## config.mk

```make
export PLATFORM = sky130hd
export DESIGN_NAME = hazard_unit
export DESIGN_NICKNAME = d
export VERILOG_FILES = /design/src/rtl/hazard_unit_pkg.sv /design/src/rtl/hazard_unit_sat_counter.sv /design/src/rtl/hazard_unit.sv
export SDC_FILE = /design/constraint.sdc
export NUM_CORES = 1
export LEC_CHECK = 0
export BUFFER_PORTS_ARGS = -buffer_cell sky130_fd_sc_hd__buf_2
export CELL_PAD_IN_SITES_DETAIL_PLACEMENT = 0
export CELL_PAD_IN_SITES_GLOBAL_PLACEMENT = 2
export CORE_MARGIN = 2
export CORE_UTILIZATION = 30
export DETAILED_ROUTE_END_ITERATION = 8
export PLACE_DENSITY_LB_ADDON = 0.25
export SLEW_MARGIN = 20
export SYNTH_ARGS = -nofsm -noshare
export SYNTH_HDL_FRONTEND = slang
export SYNTH_SLANG_ARGS = --single-unit
```

## constraint.sdc

```tcl
create_clock -name clock -period 4.75 [get_ports clock]
set_clock_uncertainty 0.1 [all_clocks]
set_input_delay 0.95 -clock clock [delete_from_list [all_inputs] [get_ports clock]]
set_output_delay 0.95 -clock clock [all_outputs]
set_load 0.02 [all_outputs]
```

## src/rtl/hazard_unit_pkg.sv

```systemverilog
// Shared pipeline definitions: opcodes of interest to hazard detection and
// the hazard FSM state encoding.
package hazard_unit_pkg;

  localparam logic [5:0] RTYPE = 6'b000000;
  localparam logic [5:0] BEQ   = 6'b000100;
  localparam logic [5:0] SW    = 6'b101011;
  localparam logic [5:0] HALT  = 6'b111111;

  typedef enum logic [1:0] {
    RUN    = 2'd0,
    DRAIN  = 2'd1,
    HALTED = 2'd2
  } hazard_state_t;

  // Instructions whose rt field is a source operand rather than a destination.
  function automatic logic uses_rt(input logic [5:0] opcode);
    return (opcode == RTYPE) || (opcode == BEQ) || (opcode == SW);
  endfunction

endpackage

```

## src/rtl/hazard_unit_sat_counter.sv

```systemverilog
// Saturating event counter: increments on inc, sticks at all-ones.
// One-cycle update latency; no backpressure, synchronous active-high reset.
module sat_counter #(
  parameter int CNT_W = 16
) (
  input  logic             clock,
  input  logic             reset,
  input  logic             inc,
  output logic [CNT_W-1:0] count
);

  always_ff @(posedge clock) begin
    if (reset) begin
      count <= '0;
    end else if (inc && (count != {CNT_W{1'b1}})) begin
      count <= count + 1'b1;
    end
  end

endmodule

```

## src/rtl/hazard_unit.sv

```systemverilog
// Pipeline hazard control: load-use stalls, taken-branch flushes, halt/drain.
// Control outputs are combinational from IF/ID, ID/EX and MEM inputs plus FSM state.
module hazard_unit
  import hazard_unit_pkg::*;
#(
  parameter int CNT_W        = 16,
  parameter int DRAIN_CYCLES = 3
) (
  input  logic             clock,
  input  logic             reset,
  input  logic [31:0]      instruccion_if_id,
  input  logic             MemRead_id_ex,
  input  logic [4:0]       rt_id_ex,
  input  logic             PCSrc_mem,
  output logic             pc_write,
  output logic             if_id_write,
  output logic             if_id_flush,
  output logic             id_ex_flush,
  output logic             ex_mem_flush,
  output logic             halted,
  output logic [CNT_W-1:0] stall_count,
  output logic [CNT_W-1:0] flush_count
);

  localparam int DW = (DRAIN_CYCLES > 1) ? $clog2(DRAIN_CYCLES) : 1;

  hazard_state_t state, state_nxt;
  logic [DW-1:0] drain_cnt, drain_nxt;
  logic [5:0]    opcode;
  logic [4:0]    rs, rt;
  logic          load_use;
  logic          stall_inc, flush_inc;

  assign opcode = instruccion_if_id[31:26];
  assign rs     = instruccion_if_id[25:21];
  assign rt     = instruccion_if_id[20:16];

  assign load_use = MemRead_id_ex && (rt_id_ex != 5'd0) &&
                    ((rt_id_ex == rs) || (uses_rt(opcode) && (rt_id_ex == rt)));

  always_ff @(posedge clock) begin
    if (reset) begin
      state     <= RUN;
      drain_cnt <= '0;
    end else begin
      state     <= state_nxt;
      drain_cnt <= drain_nxt;
    end
  end

  always_comb begin
    state_nxt    = state;
    drain_nxt    = drain_cnt;
    pc_write     = 1'b1;
    if_id_write  = 1'b1;
    if_id_flush  = 1'b0;
    id_ex_flush  = 1'b0;
    ex_mem_flush = 1'b0;
    halted       = 1'b0;
    stall_inc    = 1'b0;
    flush_inc    = 1'b0;
    case (state)
      RUN: begin
        if (PCSrc_mem) begin
          if_id_flush  = 1'b1;
          id_ex_flush  = 1'b1;
          ex_mem_flush = 1'b1;
          flush_inc    = 1'b1;
        end else if (opcode == HALT) begin
          pc_write    = 1'b0;
          if_id_write = 1'b0;
          id_ex_flush = 1'b1;
          drain_nxt   = DW'(DRAIN_CYCLES - 1);
          state_nxt   = DRAIN;
        end else if (load_use) begin
          pc_write    = 1'b0;
          if_id_write = 1'b0;
          id_ex_flush = 1'b1;
          stall_inc   = 1'b1;
        end
      end
      DRAIN: begin
        // A branch older than the halt squashes it and resumes fetching.
        if (PCSrc_mem) begin
          if_id_flush  = 1'b1;
          id_ex_flush  = 1'b1;
          ex_mem_flush = 1'b1;
          flush_inc    = 1'b1;
          state_nxt    = RUN;
        end else begin
          pc_write    = 1'b0;
          if_id_write = 1'b0;
          id_ex_flush = 1'b1;
          if (drain_cnt == '0) begin
            state_nxt = HALTED;
          end else begin
            drain_nxt = drain_cnt - 1'b1;
          end
        end
      end
      HALTED: begin
        pc_write    = 1'b0;
        if_id_write = 1'b0;
        id_ex_flush = 1'b1;
        halted      = 1'b1;
      end
      default: begin
        state_nxt = RUN;
      end
    endcase
  end

  sat_counter #(.CNT_W(CNT_W)) u_stall_cnt (
    .clock (clock),
    .reset (reset),
    .inc   (stall_inc),
    .count (stall_count)
  );

  sat_counter #(.CNT_W(CNT_W)) u_flush_cnt (
    .clock (clock),
    .reset (reset),
    .inc   (flush_inc),
    .count (flush_count)
  );

endmodule

```

==> impl_results.md <==
* Most frequent cell on the critical path: buf_2
* Synth warn at 0
* Final setup violation count at 0
* Min setup slack post-route at 1.17 ns
* Max Cap Viol at 0
* Postcts setup bufs at 0
* Ratio of cells with drive above 1 in the final layout at 0.303
* Vias at 1,883
* Fill cells at 751
* Clock root cell: clkbuf_8
* Resized cells post-CTS at 0
* Non-filler instance count after layout at 400
* Worst-Margin Slew at a little under 0.8 ns
* Core box area at 6830 µm²
* CTS max path bufs at 2
* Startpoint Class: input port
* Met1 Track Usage GR at 0.165
* Placement-stage worst setup slack at 1.14 ns
* # DRC at 0
* First-pass GRT wire length at 8070 µm
* CTS H-Tree Depth at 2
* Reg clk slew, reported paths at 0.07 ns
* Routed vias/inst at 4.71
* Worst stage delay on the critical path at 0.54 ns
* Fin. max-slew vios at 0
* IO buf count at a little over 60
* DIE WIDTH at 88.2 µm
* Data required, critical path at between 3 and 4 ns
* M2 GR Usage at 0.219
* Num rows at 30
* Minimum clock period after layout at 3.58 ns
* Worst path slowest cell: or4_1
* Synth async-reset ratio at 0
* Unrepaired setup endpoints after global routing: false
* CP endpoint kind: output pin
* Final period util at 0.753
* First-pass iteration count of the detailed router at 4
* Busiest grt layer: met2
* Register area at 721 µm²
* Most common cell in the netlist: nor2_1
* Number of nets in the layout at 354
* Routed WL at 4750 µm
* Worst vdd ir at 0.000121 V
* Placed cell count at 395
* Pin count of the biggest net entering global routing at 44
* Syn avg cell area at 8.65 µm²
* Syn_nets at just under 300
* Register area share after synthesis at 0.339
* Gpl congestion at around 0.74
* Wire per inst at 11.9 µm
* Final hold violations at 0
* Netlist cell types at 50
* Synth Flop Type: dfxtp_1
* I/O pin cnt at 79
* P_leak at 1.03 nW
* EDFF count, synth at 0
* Syn-to-layout area delta at 20.3%
* Hold_buf cts at 0
* Initial antenna violation count at 0
* Vias in the first global route at 1,803
* # clock sinks at 36
* Grt total ovfl at 0
* PD cells at 217 nW/µm²
* Initial DRC Count at 73
* Dominant cells by area after synthesis: dfxtp_1, nor2_1, xnor2_1
* TritonCTS clock tree: yes
* CTS buffer count at 5
* Die Y at 88.2 µm
* Commonest cells post-synth: nor2_1, dfxtp_1, nand2_1
* Initial core utilization at 0.312
* Synth area leader: dfxtp_1
* Post-DP HPWL at around 3500 µm
* Critical-path cell list: buf_2, or4_1, o21ai_2, nand4b_4, nand2_1, nor4_1, nor3_1, buf_2
* Tot GR Track Use at 0.129
* Status: finished clean
* Mapped cell area at 2130 µm²
* Kind of critical path: in2out
* Synthesized netlist cell count at 246
* Slew headroom at 0.470
* Crit path DAT at 2.53 ns
* Setup TNS Final at 0 ns
* Worst Path Max Fanout at 8
* Worst skew pair latency at about 0.27 ns
* HP Class: reg2reg
* ANT nets after route at 0
* Multi-input logic area at about 1300 µm²
* Die area at 7780 µm²
* Post-synthesis register bit count at 36
* Post-synth top area share at 0.339
* Antenna Cells at 0
* Grt met3 use at 0.0345
* Max Clock Freq at 0.280 GHz
## metal layers
| layer | part of all wire | routed length, µm |
|---|---|---|
| met2 | 0.47 | 2250 |
| met5 | 0 | 0 |
| met3 | 0.042 | 197 |
| met1 | 0.48 | 2270 |
| met4 | 0.0059 | 28 |
## final timing paths
path | from | slack (ns) | end | cells after the start
setup / recovery | rt_id_ex[1] | 1.17 | id_ex_flush | 8
hold / removal | drain_cnt[0] | 0.36 | drain_cnt[0] | 2
setup reg to reg | state[1] | 2.28 | u_flush_cnt.count[15] | 8
hold reg to reg | drain_cnt[0] | 0.36 | drain_cnt[0] | 2
## registers in the layout (all words and copies together) (netlist names)
name / count
drain_cnt: 2
state: 2
u_stall_cnt.count: 16
u_flush_cnt.count: 16
## cells by family (layout without fill, tap and decap cells)
group,count (synthesis),count (layout),synth area share
AO/OA/AOI/OAI,41,41,0.150
XOR/XNOR,25,25,0.103
adder cells (fa/ha/maj),7,7,0.0412
buffers and inverters,20,78,0.0506
flip-flops,36,36,0.339
multiplexers,7,7,0.0394
AND/OR/NAND/NOR,110,110,0.277
## through the flow
step | area, µm² | total power, mW | hold slack, ns | utilization
CTS | 2560 | 0.568 | 0.361 | 0.375
global route | 2560 | 0.582 | 0.375 | 0.375
finish | 2560 | 0.557 | 0.356 | 0.375
global placement | 2490 | 0.369 | 0.347 | 0.365
detailed placement | 2490 | 0.370 | 0.351 | 0.365
floorplan | 2130 | 0.349 | 0.336 | -
## area by class of cell
class,count,share of cell area
Multi-Input combinational cell,190,0.508
Sequential cell,36,0.281
Timing Repair Buffer,62,0.121
Tap cell,96,0.0469
Clock buffer,5,0.0269
Inverter,11,0.0161
## placed cells by master, fill, tap and decap left out, types with 2 or more instances in the layout
cell type and n:
dfxtp_1 36, or4_1 3, nand3_1 10, clkbuf_8 5
mux2i_1 2, nor2b_1 4, a2111oi_2 3, mux2_4 2
nor4_1 2, xnor2_1 14, nor3_1 5, nand2_1 18
nand3_2 2, mux2_2 2, a31o_2 2, a21oi_1 13
buf_2 62, o21ai_0 9, xor2_1 11, a211oi_1 3
inv_1 10, ha_1 7, nor2_1 37, and2b_2 2
o21ai_2 2, or3_1 7, nand4_1 11
## critical path: cells and delay by family
| family | cells | cell delay [ns] |
|---|---|---|
| buf+inv | 2 | 0.28 |
| simple gates | 5 | 1.14 |
| compound gates | 1 | 0.15 |
## report_power, final
group          internal, mW  switching, mW
logic                0.0222         0.0326
clock network        0.0946          0.100
registers             0.304        0.00296
Power figures use the tool's default switching activity.
